<file path="config.mk">
export PLATFORM = sky130hd
export DESIGN_NAME = div_sequencer
export DESIGN_NICKNAME = d
export VERILOG_FILES = /design/src/rtl/riscv_types.sv /design/src/rtl/div_radix2_step.sv /design/src/rtl/div_sequencer.sv
export SDC_FILE = /design/constraint.sdc
export NUM_CORES = 1
export LEC_CHECK = 0
export CORE_ASPECT_RATIO = 0.7
export CORE_MARGIN = 10
export CORE_UTILIZATION = 50
export DETAILED_ROUTE_END_ITERATION = 8
export PLACE_DENSITY_LB_ADDON = 0.1
export RECOVER_POWER = 100
export SYNTH_ARGS = -nofsm -noshare
export SYNTH_HDL_FRONTEND = slang
export SYNTH_SLANG_ARGS = --single-unit
</file>
<file path="constraint.sdc">
create_clock -name clk -period 3.2 [get_ports clk]
set_input_delay 0.96 -clock clk [delete_from_list [all_inputs] [get_ports clk]]
set_output_delay 0.96 -clock clk [all_outputs]
set_load 0.05 [all_outputs]
</file>
<file path="src/rtl/riscv_types.sv">
// Shared machine-width definitions for the integer datapath blocks.
package riscv_types;

    localparam int XLEN = 32;

    typedef logic [XLEN-1:0] xlen_t;

endpackage : riscv_types

</file>
<file path="src/rtl/div_radix2_step.sv">
// One restoring-division iteration: conditional subtract of the aligned divisor
// and shift of the next quotient bit into the partial quotient.
module div_radix2_step
    import riscv_types::*;
(
    input  logic [XLEN-1:0] rem_i,
    input  logic [XLEN-1:0] shifted_i,
    input  logic [XLEN-1:0] q_i,
    output logic [XLEN-1:0] rem_o,
    output logic [XLEN-1:0] q_o
);

    // The single subtractor; its borrow-out doubles as the rem < shifted compare.
    logic [XLEN:0] diff;
    logic          ge;

    assign diff  = {1'b0, rem_i} - {1'b0, shifted_i};
    assign ge    = ~diff[XLEN];
    assign rem_o = ge ? diff[XLEN-1:0] : rem_i;
    assign q_o   = {q_i[XLEN-2:0], ge};

endmodule : div_radix2_step

</file>
<file path="src/rtl/div_sequencer.sv">
// Iterative unsigned 32-bit divider with CLZ-based early-out, divide-by-zero
// shortcut, result reuse and flush; one operation in flight at a time.
module div_sequencer
    import riscv_types::*;
#(
    parameter int ID_W = 4
) (
    input  logic            clk,
    input  logic            rst,
    input  logic            flush,
    input  logic            in_valid,
    output logic            in_ready,
    input  logic [XLEN-1:0] unsigned_dividend,
    input  logic [XLEN-1:0] unsigned_divisor,
    input  logic [4:0]      dividend_clz,
    input  logic [4:0]      divisor_clz,
    input  logic            divisor_is_zero,
    input  logic            reuse_result,
    input  logic [ID_W-1:0] in_id,
    output logic            out_valid,
    input  logic            out_ready,
    output logic [XLEN-1:0] quotient,
    output logic [XLEN-1:0] remainder,
    output logic [ID_W-1:0] out_id,
    output logic [1:0]      dbg_state
);

    typedef enum logic [1:0] {
        IDLE = 2'd0,
        BUSY = 2'd1,
        DONE = 2'd2
    } div_seq_state_t;

    div_seq_state_t  state_q;
    logic [XLEN-1:0] rem_q;
    logic [XLEN-1:0] quo_q;
    logic [XLEN-1:0] shifted_q;
    logic [5:0]      count_q;
    logic [ID_W-1:0] id_q;
    logic [XLEN-1:0] last_quo_q;
    logic [XLEN-1:0] last_rem_q;

    logic [XLEN-1:0] rem_d;
    logic [XLEN-1:0] quo_d;
    logic [4:0]      shamt;

    // Handshakes: a request transfers on a clk edge with in_valid && in_ready;
    // a result transfers on a clk edge with out_valid && out_ready. Both
    // sides hold their payload stable while valid is high and ready is low.
    assign in_ready  = (state_q == IDLE) && !flush && !rst;
    assign out_valid = (state_q == DONE);
    assign quotient  = quo_q;
    assign remainder = rem_q;
    assign out_id    = id_q;
    assign dbg_state = state_q;
    assign shamt     = divisor_clz - dividend_clz;

    div_radix2_step u_step (
        .rem_i     (rem_q),
        .shifted_i (shifted_q),
        .q_i       (quo_q),
        .rem_o     (rem_d),
        .q_o       (quo_d)
    );

    always_ff @(posedge clk) begin
        if (rst) begin
            state_q    <= IDLE;
            rem_q      <= '0;
            quo_q      <= '0;
            shifted_q  <= '0;
            count_q    <= '0;
            id_q       <= '0;
            last_quo_q <= '0;
            last_rem_q <= '0;
        end else if (flush) begin
            // Abort without committing; last-result registers keep their value.
            state_q <= IDLE;
        end else begin
            case (state_q)
                IDLE: begin
                    if (in_valid) begin
                        id_q <= in_id;
                        if (divisor_is_zero) begin
                            quo_q   <= '1;
                            rem_q   <= unsigned_dividend;
                            state_q <= DONE;
                        end else if (reuse_result) begin
                            quo_q   <= last_quo_q;
                            rem_q   <= last_rem_q;
                            state_q <= DONE;
                        end else if (dividend_clz > divisor_clz) begin
                            quo_q   <= '0;
                            rem_q   <= unsigned_dividend;
                            state_q <= DONE;
                        end else begin
                            quo_q     <= '0;
                            rem_q     <= unsigned_dividend;
                            shifted_q <= unsigned_divisor << shamt;
                            count_q   <= {1'b0, shamt} + 6'd1;
                            state_q   <= BUSY;
                        end
                    end
                end
                BUSY: begin
                    rem_q     <= rem_d;
                    quo_q     <= quo_d;
                    shifted_q <= shifted_q >> 1;
                    count_q   <= count_q - 6'd1;
                    if (count_q == 6'd1) begin
                        state_q <= DONE;
                    end
                end
                DONE: begin
                    if (out_ready) begin
                        last_quo_q <= quo_q;
                        last_rem_q <= rem_q;
                        state_q    <= IDLE;
                    end
                end
                default: state_q <= IDLE;
            endcase
        end
    end

endmodule : div_sequencer

</file>
==> results.env <==
SYNTH-COMPOUND-AREA-SHARE_PCT=24.7
FLOORPLAN.DIE_AREA_UM2=28700
NETLIST_INSTANCES=1430
YOSYS_WARNINGS=0
PORT_BUFFERS=156
ASYNCSETRESETFLOPFRACSYNTH_PCT=0
TIMING.CRITICAL_PATH.FANOUT_MAX=4
TIMING.CRITICAL_PATH.BUF_INV=3
GRT_MAX_DEGREE=159
WIRE_PER_INST_UM=18.0
POST_SYNTH_MUX_AREA_SHARE_PCT=12.8
SYNTH_TOP_AREA_SHARE_PCT=31.0
HPWLAFTERDP_UM=24700
PIN_SLEW_WITH_THE_LEAST_HEADROOM_TO_ITS_LIMIT_NS=1.17
CLOCK_TREE.ROOT_CELL='clkbuf_16'
FIN_SETUP_TNS_NS=0
REPORT.FINAL.SLEW_VIOL_COUNT=0
DRC_ERRORS=0
POST_SYNTH.CELL_AREA_AVG_UM2=7.78
GRT_OVERFLOW=0
SYNTH_ENABLE_FLOP_CELLS=0
CRITICAL_PATH.CELL_CHAIN='clkdlybuf4s50_1 > inv_1 > ha_1 > a21o_1 > a21oi_4 > xnor2_4 > buf_4 > mux2_2 > o221ai_1 > o21ai_0 > o22ai_1'
SYNTH.YOSYS.SEQ_AREA_SHARE_PCT=31.0
FILLERS=1897
STATUS='finished clean'
SWSHARE_PCT=33.3
WORSTPATHARRIVAL_NS=3.46
INTERNAL_POWER_mW=4.75
MAXIMUM_CAPACITANCE_VIOLATIONS=0
MAX-CLOCK-PATH-BUFFERS=2
WHS_NS=0.453
P_CLK_SHARE_PCT=31.7
NUMBER_OF_ANTENNA_VIOLATIONS_AT_THE_FIRST_CHECK_IN_GLOBAL_ROUTING=0
LEAKAGEPOWER_nW=5.79
BOUNDARYPINS=157
POST_SYNTH_FA_HA_MAJ_AREA_FRACTION_PCT=4.86
SYNTHFLOPTYPE='dfxtp_1'
YOSYS.CELL_TYPES.COUNT=66
YOSYS.AREA_SHARE.XOR_XNOR_PCT=2.83
FINAL.PERIOD_UTILIZATION_PCT=96.7
WORSTSKEWPAIRLATENCY_NS=0.44
ROUTE.FINAL.WIRE_LENGTH_UM=34000
DRT_FIRST_PASS_ITERS=5
POSTSYNTHREGISTERBITS=172
SLEW_HEADROOM_PCT=22.2
CP_TOP_FAMILY='compound AO/OA/AOI/OAI gates'
FINALSETUPVIOLATIONS=0
NUM-NETS-FINAL=1723
SYNTH_TOP_CELLS_BY_AREA='dfxtp_1, mux2i_1, a21oi_1'
PWR_DENSITY_CELL_nW_PER_UM2=498
GRT_PASS1_VIAS=10100
ENDPOINT_KIND='flop'
CRITICAL-PATH-MAX-STAGE-DELAY_NS=0.45
SKEW_NS=0.0103
RSZ0062_AT_GRT='false'
DRTITER0DRC=967
MAX-VDD-IR-DROP_uV=372
CP-START-KIND='input pin'
POWER.SWITCHING_mW=2.37
CORE_REGION_AREA_UM2=21800
PLACEMENTROWS=45
HOLD_VIOL_FINAL=0
FMAX_GHz=0.323
DIE_Y_UM=145
DESIGN_POWER_TOTAL_mW=7.12
RELATIVE_CONTRIBUTION_OF_SEQUENTIAL_CELLS_TO_TOTAL_POWER_PCT=31.9
GRT.TOTAL_USAGE_PCT=23.3
LAYOUT-AREA-OVERHEAD-VS-SYNTH_PCT=28.6
CLOCK_TREE_FROM_TRITONCTS='built'
POWER_SHARE_OF_THE_COMBINATIONAL_GROUP_PCT=36.4
CTS-BUFFERS-INSERTED=17
SYN_NETS=1557
FLOORPLAN.INITIALDENSITY_PCT=51.1
HOLDBUFCOUNTCTS=0
CRITPATHSLOWESTCELL='clkdlybuf4s50_1'
WORST_HOLD_PATH_TYPE='flop to flop'
POST_DRT_VIA_CELL_RATIO=5.77
POSTROUTEANTENNANETS=0
TIMING.SETUP.CRITICAL_PATH_CLASS='input pin to flop'
DIE_OUTLINE_WIDTH_UM=198
VIA_COUNT=10900
WORST-ENDPOINT-REQUIRED_NS=3.56
GLOBALPLACE.CONGESTION=0.923
SYN_AREA_UM2=11100
ANTENNA-DIODE-COUNT=0
POST-SYNTH-TOP-AREA-CELL='dfxtp_1'
SYNTHSIMPLEGATEAREAFRAC_PCT=17.2
COMBINATIONAL_FAMILY_WITH_THE_MOST_AREA_AFTER_SYNTHESIS='compound AO/OA/AOI/OAI gates'
CLKSINKCOUNT=172
GRT_PASS1_WL_UM=54600
DRIVE_GT1_SHARE_PCT=14.2
CLOCK_PIN_SLEW_OF_THE_REGISTERS_ON_THE_WORST_CASE_SETUP_AND_HOLD_PATHS_NS=0.06
LAYOUT_MIN_CYCLE_TIME_NS=3.09
REGTOREGSETUPSLACK_NS=0.17
FINAL_DESIGN_AREA_NO_FILL_UM2=14300
PLACEMENT.CELL_AREA_UM2=13500
CLOCK_TREE.HTREE_LEVEL_COUNT=4
sequential cells by signal, summed over array words and instances (netlist names):
signal and count:
last_quo_q 32, last_rem_q 32, quotient 32, remainder 32
shifted_q 32, count_q 6, out_id 4, dbg_state 2
worst register-to-register path, stage by stage (launching register included):
cell      delay [ns]
dfxtp_1         0.37
inv_1           0.06
ha_1            0.20
inv_1           0.07
fa_1            0.24
a211oi_2        0.13
o211ai_2        0.25
nand4_2         0.20
a211oi_2        0.40
o31ai_4         0.13
a21oi_4         0.37
buf_12          0.24
o211ai_1        0.15
a21oi_2         0.16
kinds of logic (layout without fill, tap and decap cells):
group	Yosys count	in the layout
xor gates and xnor gates	33	33
and+or+nand+nor	449	449
adders and majority gates	42	42
DFF	172	172
buffers and inverters	170	349
muxes	127	127
AOI/OAI and AO/OA	437	437
cell usage after synthesis, types with 5 or more instances:
library cell	count
a211o_1	7
and2_1	5
mux2_2	13
a21oi_1	194
a31oi_1	7
o211ai_1	22
nor3_1	21
nor2_1	138
xnor2_1	21
a211oi_1	62
a21o_1	13
buf_2	14
o221ai_1	16
nand3_1	18
a21oi_2	12
nand2_1	206
or3_1	5
xor2_1	10
a22oi_1	10
dfxtp_1	172
nand4_1	9
buf_4	6
o22ai_1	11
clkbuf_1	79
o21a_1	5
buf_6	5
buf_1	8
nand2_2	10
o31ai_1	7
inv_1	53
mux4_2	11
nor2b_1	10
o21ai_0	44
nand2b_1	9
ha_1	40
o21ai_1	5
mux2i_1	103
cell type report:
| type | count | area, µm² | area share (%) |
|---|---|---|---|
| clock buffers | 25 | 515 | 3.60 |
| multi-input cells | 1088 | 7140 | 49.9 |
| well taps | 282 | 353 | 2.47 |
| repair buffers | 261 | 2500 | 17.5 |
| clock inverters | 7 | 125 | 0.875 |
| inverters | 56 | 230 | 1.61 |
| flip-flops and latches | 172 | 3440 | 24.1 |
what timing repair did:
item / 4_1_cts / 5_1_grt
setup buffers: 2 / 4
setup endpoints to repair: 34 / 56
pin swaps: 4 / 5
gates resized for setup: 17 / 26
cloned: 1 / 0
routing by layer:
metal | vias to the layer above | GRT usage, % | part of all wire (%) | wire length [µm]
met5 | - | 0 | 0 | 0
met1 | 5085 | 34.4 | 51 | 17300
met4 | 0 | 4.68 | 1.1 | 386
li1 | 5451 | - | - | -
met2 | 348 | 33.2 | 40 | 13800
met3 | 27 | 5.81 | 7.5 | 2530
layout by cell type, fill, tap and decap left out, types with 6 or more instances in the layout:
| master | Yosys | layout |
|---|---|---|
| a211o_1 | 7 | 7 |
| a211oi_1 | 62 | 62 |
| a21o_1 | 13 | 13 |
| a21oi_1 | 194 | 191 |
| a21oi_2 | 12 | 14 |
| a22oi_1 | 10 | 10 |
| a31oi_1 | 7 | 7 |
| buf_12 | 0 | 12 |
| buf_4 | 6 | 88 |
| clkbuf_16 | 0 | 17 |
| clkbuf_8 | 0 | 6 |
| clkdlybuf4s50_1 | 0 | 104 |
| dfxtp_1 | 172 | 172 |
| dlygate4sd3_1 | 0 | 46 |
| ha_1 | 40 | 39 |
| inv_1 | 53 | 50 |
| mux2_2 | 13 | 12 |
| mux2i_1 | 103 | 95 |
| mux4_2 | 11 | 11 |
| nand2_1 | 206 | 205 |
| nand2_2 | 10 | 11 |
| nand2b_1 | 9 | 6 |
| nand3_1 | 18 | 18 |
| nand4_1 | 9 | 9 |
| nor2_1 | 138 | 137 |
| nor2b_1 | 10 | 10 |
| nor3_1 | 21 | 20 |
| o211ai_1 | 22 | 22 |
| o21ai_0 | 44 | 41 |
| o21ai_1 | 5 | 7 |
| o221ai_1 | 16 | 11 |
| o22ai_1 | 11 | 11 |
| o31ai_1 | 7 | 7 |
| xnor2_1 | 21 | 19 |
| xor2_1 | 10 | 10 |
worst paths after layout:
path                                       from        endpoint  cells after the start
worst min-delay path             last_rem_q[16]  last_rem_q[16]                      2
worst max-delay path            dividend_clz[2]   shifted_q[19]                     11
worst max register to register     remainder[0]    remainder[5]                     13
worst min register to register   last_rem_q[16]  last_rem_q[16]                      2
metrics by stage:
| stage | util [%] | setup slack, ns | cells |
|---|---|---|---|
| floorplan | - | -0.0149 | 1430 |
| global placement | 62.0 | -0.779 | 1852 |
| detailed placement | 62.0 | -0.811 | 1852 |
| CTS | 65.2 | 0.00130 | 1887 |
| global route | 65.7 | 0.0000271 | 1891 |
| finish | 65.7 | 0.105 | 1891 |
power groups by stage:
stage               Sequential [mW]  Clock, mW  Combinational (mW)
floorplan                      2.46          0                1.43
global placement               2.32          0                2.42
detailed placement             2.32          0                2.44
CTS                            2.27       2.29                2.49
global route                   2.28       2.37                2.78
finish                         2.27       2.26                2.59
Note: power is estimated with default switching activity, not from simulation.
